`src/rtl/spi_accel_responder_pkg.sv`:
```
// Shared definitions for the SPI accelerometer responder: FSM encodings,
// command opcodes, register addresses, request/sample structs and a helper
// for the sign-extended high byte of a 12-bit sample.
package spi_accel_responder_pkg;

  typedef enum logic [2:0] {
    ST_IDLE   = 3'd0,
    ST_CMD    = 3'd1,
    ST_ADDR   = 3'd2,
    ST_DATA   = 3'd3,
    ST_IGNORE = 3'd4
  } state_t;

  localparam logic [7:0] CMD_WRITE = 8'h0A;
  localparam logic [7:0] CMD_READ  = 8'h0B;

  localparam logic [5:0] ADDR_DEVID_AD  = 6'h00;
  localparam logic [5:0] ADDR_DEVID_MST = 6'h01;
  localparam logic [5:0] ADDR_PARTID    = 6'h02;
  localparam logic [5:0] ADDR_REVID     = 6'h03;
  localparam logic [5:0] ADDR_XDATA     = 6'h08;
  localparam logic [5:0] ADDR_YDATA     = 6'h09;
  localparam logic [5:0] ADDR_ZDATA     = 6'h0A;
  localparam logic [5:0] ADDR_XDATA_L   = 6'h0E;
  localparam logic [5:0] ADDR_XDATA_H   = 6'h0F;
  localparam logic [5:0] ADDR_YDATA_L   = 6'h10;
  localparam logic [5:0] ADDR_YDATA_H   = 6'h11;
  localparam logic [5:0] ADDR_ZDATA_L   = 6'h12;
  localparam logic [5:0] ADDR_ZDATA_H   = 6'h13;
  localparam logic [5:0] ADDR_STORE_LO  = 6'h1F;
  localparam logic [5:0] ADDR_STORE_HI  = 6'h2E;

  localparam logic [7:0] DEVID_AD  = 8'hAD;
  localparam logic [7:0] DEVID_MST = 8'h1D;
  localparam logic [7:0] REVID     = 8'h01;

  typedef struct packed {
    logic [11:0] x;
    logic [11:0] y;
    logic [11:0] z;
  } sample_t;

  typedef struct packed {
    logic       en;
    logic [5:0] addr;
    logic [7:0] data;
  } wr_req_t;

  // High byte of a 12-bit two's-complement sample: four copies of the sign
  // bit followed by bits [11:8].
  function automatic logic [7:0] hi_byte(input logic [11:0] s);
    return {{4{s[11]}}, s[11:8]};
  endfunction

endpackage

```
`src/rtl/spi_accel_regfile.sv`:
```
// Register map, sample shadow/live registers and read mux.
// Ports:
//   clk, rst          - system clock, async active-high reset
//   sample_load       - strobe capturing sample_in into the shadow
//   sample_in         - x/y/z 12-bit signed samples
//   busy              - SPI transaction in progress (freezes live samples)
//   wr                - write request (en/addr/data); only storage accepts it
//   rd_addr, rd_data  - combinational read port
module spi_accel_regfile
  import spi_accel_responder_pkg::*;
#(
  parameter logic [7:0] PARTID = 8'hF2
) (
  input  logic       clk,
  input  logic       rst,
  input  logic       sample_load,
  input  sample_t    sample_in,
  input  logic       busy,
  input  wr_req_t    wr,
  input  logic [5:0] rd_addr,
  output logic [7:0] rd_data
);

  sample_t    shadow;
  sample_t    live;
  logic [7:0] storage [ADDR_STORE_LO:ADDR_STORE_HI];

  // The live copy only moves while idle so a burst read sees one coherent
  // sample. A load landing on an idle cycle bypasses the shadow so it is
  // visible on the very next cycle.
  always_ff @(posedge clk or posedge rst) begin
    if (rst) begin
      shadow <= '0;
      live   <= '0;
    end else begin
      if (sample_load) shadow <= sample_in;
      if (!busy)       live   <= sample_load ? sample_in : shadow;
    end
  end

  always_ff @(posedge clk or posedge rst) begin
    if (rst) begin
      storage <= '{default: '0};
    end else if (wr.en && wr.addr >= ADDR_STORE_LO && wr.addr <= ADDR_STORE_HI) begin
      storage[wr.addr] <= wr.data;
    end
  end

  always_comb begin
    rd_data = 8'h00;
    case (rd_addr)
      ADDR_DEVID_AD:  rd_data = DEVID_AD;
      ADDR_DEVID_MST: rd_data = DEVID_MST;
      ADDR_PARTID:    rd_data = PARTID;
      ADDR_REVID:     rd_data = REVID;
      ADDR_XDATA:     rd_data = live.x[11:4];
      ADDR_YDATA:     rd_data = live.y[11:4];
      ADDR_ZDATA:     rd_data = live.z[11:4];
      ADDR_XDATA_L:   rd_data = live.x[7:0];
      ADDR_XDATA_H:   rd_data = hi_byte(live.x);
      ADDR_YDATA_L:   rd_data = live.y[7:0];
      ADDR_YDATA_H:   rd_data = hi_byte(live.y);
      ADDR_ZDATA_L:   rd_data = live.z[7:0];
      ADDR_ZDATA_H:   rd_data = hi_byte(live.z);
      default: begin
        if (rd_addr >= ADDR_STORE_LO && rd_addr <= ADDR_STORE_HI)
          rd_data = storage[rd_addr];
      end
    endcase
  end

endmodule

```
`src/rtl/spi_accel_responder.sv`:
```
// SPI mode-0 slave exposing an accelerometer-style register map.
// Ports:
//   clk, rst                 - system clock, async active-high reset
//   spi_sclk/ncs/mosi        - SPI inputs (asynchronous to clk)
//   spi_miso, spi_miso_oe    - serial read data and its output enable
//   sample_load, sample_x/y/z- new acceleration sample strobe and data
//   reg_wr, reg_wr_addr/data - one-cycle strobe for every written byte
//   busy                     - transaction in progress
module spi_accel_responder
  import spi_accel_responder_pkg::*;
#(
  parameter int         CLK_OVERSAMPLE = 8,
  parameter logic [7:0] PARTID         = 8'hF2
) (
  input  logic        clk,
  input  logic        rst,
  input  logic        spi_sclk,
  input  logic        spi_ncs,
  input  logic        spi_mosi,
  output logic        spi_miso,
  output logic        spi_miso_oe,
  input  logic        sample_load,
  input  logic [11:0] sample_x,
  input  logic [11:0] sample_y,
  input  logic [11:0] sample_z,
  output logic        reg_wr,
  output logic [5:0]  reg_wr_addr,
  output logic [7:0]  reg_wr_data,
  output logic        busy
);

  // CLK_OVERSAMPLE is informational: the edge detectors need roughly
  // 3 clk per sclk phase, so ratios well below 8 are outside the design point.
  if (CLK_OVERSAMPLE < 6) begin : g_low_oversample
  end

  logic [1:0] sclk_s, ncs_s, mosi_s;
  logic       sclk_q, ncs_q;
  logic       sclk_rise, sclk_fall, ncs_fall;

  state_t     state_q, state_d;
  logic [2:0] bit_cnt;
  logic [6:0] rx_sr;
  logic [7:0] rx_byte;
  logic [7:0] tx_sr;
  logic [5:0] ptr;
  logic       is_rd;
  logic       load_pend;
  logic       byte_done;
  logic       miso_q;
  wr_req_t    wr_q;
  logic [7:0] rd_data;

  always_ff @(posedge clk or posedge rst) begin
    if (rst) begin
      sclk_s <= 2'b00;
      ncs_s  <= 2'b11;
      mosi_s <= 2'b00;
      sclk_q <= 1'b0;
      ncs_q  <= 1'b1;
    end else begin
      sclk_s <= {sclk_s[0], spi_sclk};
      ncs_s  <= {ncs_s[0], spi_ncs};
      mosi_s <= {mosi_s[0], spi_mosi};
      sclk_q <= sclk_s[1];
      ncs_q  <= ncs_s[1];
    end
  end

  assign sclk_rise = sclk_s[1] & ~sclk_q;
  assign sclk_fall = ~sclk_s[1] & sclk_q;
  assign ncs_fall  = ~ncs_s[1] & ncs_q;
  assign rx_byte   = {rx_sr, mosi_s[1]};
  assign byte_done = sclk_rise && (bit_cnt == 3'd7) && (state_q != ST_IDLE) && !ncs_s[1];

  always_ff @(posedge clk or posedge rst) begin
    if (rst) state_q <= ST_IDLE;
    else     state_q <= state_d;
  end

  always_comb begin
    state_d = state_q;
    if (ncs_s[1]) begin
      state_d = ST_IDLE;
    end else begin
      case (state_q)
        ST_IDLE: if (ncs_fall) state_d = ST_CMD;
        ST_CMD:  if (byte_done)
                   state_d = (rx_byte == CMD_WRITE || rx_byte == CMD_READ) ? ST_ADDR : ST_IGNORE;
        ST_ADDR: if (byte_done) state_d = ST_DATA;
        default: ;
      endcase
    end
  end

  always_ff @(posedge clk or posedge rst) begin
    if (rst) begin
      bit_cnt   <= 3'd0;
      rx_sr     <= 7'd0;
      tx_sr     <= 8'd0;
      ptr       <= 6'd0;
      is_rd     <= 1'b0;
      load_pend <= 1'b0;
      miso_q    <= 1'b0;
      wr_q      <= '0;
    end else begin
      wr_q.en <= 1'b0;
      if (ncs_s[1]) begin
        // Deselect drops any partial byte and parks MISO low.
        bit_cnt   <= 3'd0;
        load_pend <= 1'b0;
        miso_q    <= 1'b0;
      end else begin
        if (sclk_rise && state_q != ST_IDLE) begin
          rx_sr   <= rx_byte[6:0];
          bit_cnt <= bit_cnt + 3'd1;
        end
        if (byte_done) begin
          case (state_q)
            ST_CMD:  is_rd <= (rx_byte == CMD_READ);
            ST_ADDR: begin
              ptr       <= rx_byte[5:0];
              load_pend <= is_rd;
            end
            ST_DATA: begin
              if (is_rd) begin
                load_pend <= 1'b1;
              end else begin
                wr_q <= '{en: 1'b1, addr: ptr, data: rx_byte};
                ptr  <= ptr + 6'd1;
              end
            end
            default: ;
          endcase
        end
        // Read data advances on falling edges only; the first fall after a
        // completed byte fetches the next register.
        if (sclk_fall && state_q == ST_DATA && is_rd) begin
          if (load_pend) begin
            miso_q    <= rd_data[7];
            tx_sr     <= {rd_data[6:0], 1'b0};
            ptr       <= ptr + 6'd1;
            load_pend <= 1'b0;
          end else begin
            miso_q <= tx_sr[7];
            tx_sr  <= {tx_sr[6:0], 1'b0};
          end
        end
      end
    end
  end

  assign spi_miso    = miso_q;
  assign spi_miso_oe = ~ncs_s[1];
  assign busy        = (state_q != ST_IDLE);
  assign reg_wr      = wr_q.en;
  assign reg_wr_addr = wr_q.addr;
  assign reg_wr_data = wr_q.data;

  spi_accel_regfile #(.PARTID(PARTID)) u_regfile (
    .clk         (clk),
    .rst         (rst),
    .sample_load (sample_load),
    .sample_in   ('{x: sample_x, y: sample_y, z: sample_z}),
    .busy        (busy),
    .wr          (wr_q),
    .rd_addr     (ptr),
    .rd_data     (rd_data)
  );

endmodule

```
`config.mk`:
```
export PLATFORM = sky130hd
export DESIGN_NAME = spi_accel_responder
export DESIGN_NICKNAME = d
export VERILOG_FILES = /design/src/rtl/spi_accel_responder_pkg.sv /design/src/rtl/spi_accel_regfile.sv /design/src/rtl/spi_accel_responder.sv
export SDC_FILE = /design/constraint.sdc
export NUM_CORES = 1
export LEC_CHECK = 0
export BUFFER_PORTS_ARGS = -buffer_cell sky130_fd_sc_hd__buf_2
export CORE_ASPECT_RATIO = 1.4
export CORE_MARGIN = 4
export CORE_UTILIZATION = 44
export CTS_CLUSTER_SIZE = 24
export DETAILED_ROUTE_END_ITERATION = 10
export GPL_TIMING_DRIVEN = 0
export PLACE_DENSITY = 0.61
export SETUP_SLACK_MARGIN = 0.2
export SLEW_MARGIN = 20
export SYNTH_ARGS = -nofsm -noshare
export SYNTH_HDL_FRONTEND = slang
export SYNTH_SLANG_ARGS = --single-unit
```
`constraint.sdc`:
```
create_clock -name clk -period 21.2 [get_ports clk]
set_input_delay 1.06 -clock clk [delete_from_list [all_inputs] [get_ports clk]]
set_output_delay 1.06 -clock clk [all_outputs]
set_load 0.03 [all_outputs]
```
# Word-level counts from Yosys, hierarchy flattened
# Cells that the tools add are included.
op_classes:
  n_lt_le_gt_ge: 7
  n_bitwise: 9
  n_eq_ne: 21
  reduce_logical: 23
  n_mux: 36
  n_addsub: 2
ops:
  columns: ["op", "n"]
  rows:
  - ["bitwise mux 128 bit", 1]
  - ["one-hot mux 8 bit (13 select lines)", 1]
  - ["two-way mux 15 bit", 4]
  - ["binary-select mux 8 bit (select 6 bit)", 1]
  - ["demux 8 bit (select 6 bit)", 1]
  - ["two-way mux 8 bit", 5]
  - ["two-way mux 36 bit", 1]
  - ["equality test 6 x 4 -> 1 bit (second input constant)", 5]
  - ["equality test 6 x 5 -> 1 bit (second input constant)", 4]
  - ["two-way mux 6 bit", 4]
  - ["two-way mux 3 bit", 7]
  - ["equality test 8 x 4 -> 1 bit (second input constant)", 2]
  - [">= comparator 7 bit (second input constant)", 2]
  - ["NOT 6 -> 7 bit", 2]
  - ["equality test 6 x 2 -> 1 bit (second input constant)", 2]
  - [">= comparator 6 x 5 -> 1 bit (second input constant)", 2]
  - ["less-or-equal comparator 6 bit (second input constant)", 2]
  - ["one-hot mux 6 bit (2 select lines)", 1]
  - ["logical AND 1 bit", 10]
  - ["inequality test 3 bit (second input constant)", 3]
  - ["one-hot mux 3 bit (3 select lines)", 1]
  - ["two-way mux 1 bit", 8]
  - ["AND reduction 4 bit", 2]
  - ["< comparator 7 x 1 -> 1 bit (second input constant)", 1]
  - ["other kinds (18)", 26]
word_totals:
  wordCells: 136
  inputBits: 42
  reg_bits: 253

# Depth between registers and ports, before layout
depth:
  depth_word: 9
  depth_mapped: 12

# Hierarchy
# Synthesis repeated with hierarchy kept, for this count alone.
unflattened:
  hier_cells: 921
  area_unflattened_um2: 11700.0
modules_own_cells:
  columns: ["module", "seq_area_each_um2", "area_each_um2", "cells_each", "instances"]
  rows:
  - ["spi_accel_regfile", 5004.8, 9381.5, 702, 1]
  - ["spi_accel_responder", 1305.0, 2318.5, 219, 1]

# Worst setup path before layout
# No wires, ideal clock.
synth_path:
  path_type: "register to register"
  startpoint: "reg ptr[0]"
  endpoint: "reg tx_sr[7]"
  path_stages_with_launch: 13
  setup_ns: 0.126
  arrival_time_ns: 2.471
  slack_ns: 18.603
  path_cell_list: "dfrtp_1 -> buf_4 -> buf_4 -> buf_2 -> inv_1 -> ha_1 -> buf_2 -> and4bb_1 -> and2_0 -> clkbuf_1 -> a222oi_1 -> and4_1 -> a31oi_1"
synth_via:
  elab_chain_cells: 7
synth_rtl:
  columns: ["item", "line", "text"]
  rows:
  - ["start, declared", "spi_accel_responder.sv:46", "logic [5:0] ptr;"]
  - ["start signal, assigned", "spi_accel_responder.sv:122", "ptr <= rx_byte[5:0];"]
  - ["start signal, assigned", "spi_accel_responder.sv:130", "ptr <= ptr + 6'd1;"]
  - ["start signal, assigned", "spi_accel_responder.sv:142", "ptr <= ptr + 6'd1;"]
  - ["NOT 6 -> 7 bit (implied by the code)", "spi_accel_regfile.sv:67", "rd_data = storage[rd_addr];"]
  - ["binary-select mux 8 bit (select 6 bit)", "spi_accel_regfile.sv:67", null]
  - ["two-way mux 8 bit (implied by the code) (2 in series)", "spi_accel_regfile.sv:67", null]
  - ["two-way mux 8 bit", "spi_accel_regfile.sv:66", "if (rd_addr >= ADDR_STORE_LO && rd_addr <= ADDR_STORE_HI)"]
  - ["one-hot mux 8 bit (13 select lines) *", "spi_accel_regfile.sv:51", "case (rd_addr)"]
  - ["two-way mux 8 bit *", "spi_accel_responder.sv:139", "if (load_pend) begin"]
  - ["end signal, assigned", "spi_accel_responder.sv:141", "tx_sr <= {rd_data[6:0], 1'b0};"]
  - ["end signal, assigned", "spi_accel_responder.sv:146", "tx_sr <= {tx_sr[6:0], 1'b0};"]
  - ["end, declared", "spi_accel_responder.sv:45", "logic [7:0] tx_sr;"]
# Mark *: on every way between the ends. The rest lies on a longest branch, timed or not. The select of a mux whose other input is x is not followed.
# A chain may end at the register's enable or synchronous reset.

# Worst setup path in the final report
layout_path:
  startpoint: "reg state_q[0]"
  endpoint: "out busy"
layout_via:
  elab_chain_cells: 1
layout_rtl:
  columns: ["item", "line", "text"]
  rows:
  - ["start, declared", "spi_accel_responder.sv:41", "state_t state_q, state_d;"]
  - ["start signal, assigned", "spi_accel_responder.sv:78", "else state_q <= state_d;"]
  - ["nonzero test 3 bit", "spi_accel_responder.sv:155", "assign busy = (state_q != ST_IDLE);"]
  - ["end, declared", "spi_accel_responder.sv:29", "output logic busy"]
# No other way between the ends.

==> results_dict.tcl <==
set metrics [dict create \
    p_leak_uw 0.006246 \
    place_ws_ns 17.83 \
    num_io_pins 60 \
    skew_ns 0.01401 \
    cts_buffer_depth 3 \
    synth_edf_count 0 \
    synth_top_area_cell "dfrtp_1" \
    fp-row-count 70 \
    synth_compound_area_frac 0.07546 \
    gr-total-overflow 0 \
    synth_top_family_by_area "multiplexers" \
    cp-start-kind "register" \
    tightest_slew_ns 1.093 \
    synth_top_area_share 0.5338 \
    layout_min_cycle_time_ns 3.444 \
    grt_start_max_net_pins 104 \
    yosysMostFrequentCell "dfrtp_1" \
    worst_slack_ns 17.76 \
    slew_headroom 0.2688 \
    vias_per_cell 5.734 \
    yosys-top-cells-count "dfrtp_1 (249), mux2_2 (185), nand2_1 (124), clkbuf_1 (36), nor2_1 (30)" \
    antenna_found_initial 0 \
    status "complete, no violations" \
    synth_nets 979 \
    port_buffers 58 \
    post_cts_buffers 0 \
    drv_cap 0 \
    synth_xor_area_frac 0.0007503 \
    synth-seq-cells 252 \
    track_usage 0.2069 \
    clock.fmax_mhz 290.4 \
    start_util 0.4473 \
    muxShareOfSynthArea 0.2387 \
    cts_sinks 252 \
    die-height_um 200.7 \
    final_layout_size_suffix_gt1_frac 0.3494 \
    rsz0062_at_grt "false" \
    place_congestion 0.8862 \
    slowest_stage "clkbuf_1" \
    cp_top_family "buffers and inverters" \
    path_clk_slew_ns 0.07 \
    areaGrowthSynthToFinish_pct 14.22 \
    yosys.area_share.simple 0.1086 \
    setup_violations 0 \
    max-vdd-ir-drop_uv 66.52 \
    seq_area_frac_synth 0.5405 \
    yosysWarnings 0 \
    worst_setup_path_end_kind "primary output" \
    crit_chain "buf_2, nor3_4, inv_1, clkbuf_1, clkbuf_1, buf_2" \
    drt_iter0_drc 434 \
    cts_resized 0 \
    antenna_left 0 \
    synth-main-ff-cell "dfrtp_1" \
    critPathKind "reg2out" \
    hpwlAfterDp_mm 21.21 \
    final-max-slew-violation-count 0 \
    path_buf_inv 5 \
    syn_area_per_cell_um2 12.54 \
    drc 0 \
    cts_hold_buf 0 \
    finalCritPeriodShare 0.1624 \
    cts_buffers 26 \
    holdCritPathClass "reg2reg" \
    cts_tree "built" \
    postSynthCellCount 931 \
    arrival_ns 2.38 \
    cts_root_buf "clkbuf_16" \
    dr_total_vias 7815 \
    drt-total-wl_mm 30.24 \
    wl_per_cell_um 22.19 \
    timing.setup.tns_ns 0 \
    synthAdderAreaFrac 0.006431 \
    n_antenna_cell 0 \
    synth_area_mm2 0.01167 \
    grt_pass1_vias 8398 \
    drt_pass1_iterations 6 \
    synthArstFlopShare 1.000 \
    htreeDepth 1 \
    critPathMaxStageDelay_ns 0.42 \
    grt_pass1_wl_mm 47.96 \
    insertion_delay_ns 0.54 \
    crit_fanout 10 \
    yosys-top-cells-area "dfrtp_1 (53%), mux2_2 (18%), mux4_2 (4.1%)" \
    die-area_mm2 0.02924 \
    power_density_mw_per_mm2 79.77 \
    fp.dieW_um 145.7 \
    core_area_mm2 0.02610 \
    required_ns 20.14 \
    yosysUniqueCellTypes 76 \
    nets 1067 \
    whs_ns 0.3557 \
    hold_violations 0 \
]
-- registers in the layout (all words and copies together) (netlist names), 2 cells and up --
name               flops
sclk_s                 2
bit_cnt                3
reg_wr_data            8
state_q                3
u_regfile.live        36
mosi_s                 2
u_regfile.shadow      36
ptr                    6
rx_sr                  7
ncs_s                  2
reg_wr_addr            6
u_regfile.storage    128
tx_sr                  7
-- layer usage --
metal / routed length [um] / vias to the layer above / GRT usage
met5: 0 / - / 0
met3: 1260 / 86 / 0.03026
met2: 15510 / 216 / 0.3695
met4: 1498 / 0 / 0.09878
met1: 11970 / 3951 / 0.2440
li1: - / 3562 / -
-- power by group --
group	internal, uW	switching, uW
clock network	280	199
registers	501	16.6
logic	24.8	42.3
-- cells in the final DEF (no fill, tap or decap), drive strengths merged, types with 5 or more instances in the layout --
master and count:
nor2 33, nor4b 5, mux2i 23, and3 6, o21ai 18, dfrtp 249
clkbuf 65, clkinv 14, nor3 12, buf 90, mux2 185, a32oi 12
inv 12, a221oi 5, o2bb2ai 6, nand3 22, nand2b 7, a21oi 16
mux4 21, ha 6, nand2 124, a31oi 8, a22oi 9, nor2b 8
-- kinds of logic (layout without fill, tap and decap cells) --
family	Yosys count	after routing
simple gates	247	247
flops	252	252
xor+xnor	1	1
compound gates	118	118
buf+inv	78	186
fa+ha+maj	6	6
mux	229	229
-- layout make-up --
class / instances / area, um^2
sequential: 252 / 6310
multi-input combinational: 601 / 5024
clock buffer: 28 / 668.1
clock inverter: 20 / 229.0
inverter: 11 / 48.80
tap: 324 / 405.4
buffer: 67 / 304.0
timing repair buffer: 60 / 345.3
fill: 2348 / 12770
-- through the flow --
step / instances / cell area, um^2 / util / power, uW
2_1_floorplan: 931 / 11670 / - / 565.9
3_3_place_gp: 1313 / 12370 / 0.4739 / 592.0
3_5_place_dp: 1315 / 12430 / 0.4763 / 594.3
4_1_cts: 1363 / 13330 / 0.5107 / 1074
5_1_grt: 1363 / 13330 / 0.5109 / 1103
6_report: 1363 / 13330 / 0.5109 / 1064
-- worst paths after layout --
kind / start / end / slack, ns / cells after the start
worst min-delay path: sclk_s[0]$_DFF_PP0_ / sclk_s[1]$_DFF_PP0_ / 0.36 / 0
worst max register to register: ptr[0]$_DFFE_PP0N_ / tx_sr[7]$_DFFE_PP0P_ / 17.77 / 12
worst min register to register: sclk_s[0]$_DFF_PP0_ / sclk_s[1]$_DFF_PP0_ / 0.36 / 0
worst max-delay path: state_q[0]$_DFFE_PP0P_ / busy / 17.76 / 6
max in group asynchronous: rst / u_regfile.shadow[31]$_DFF_PP0_ / 19.38 / 4
min in group asynchronous: rst / mosi_s[0]$_DFF_PP0_ / 0.56 / 2
Power figures use the tool's default switching activity.
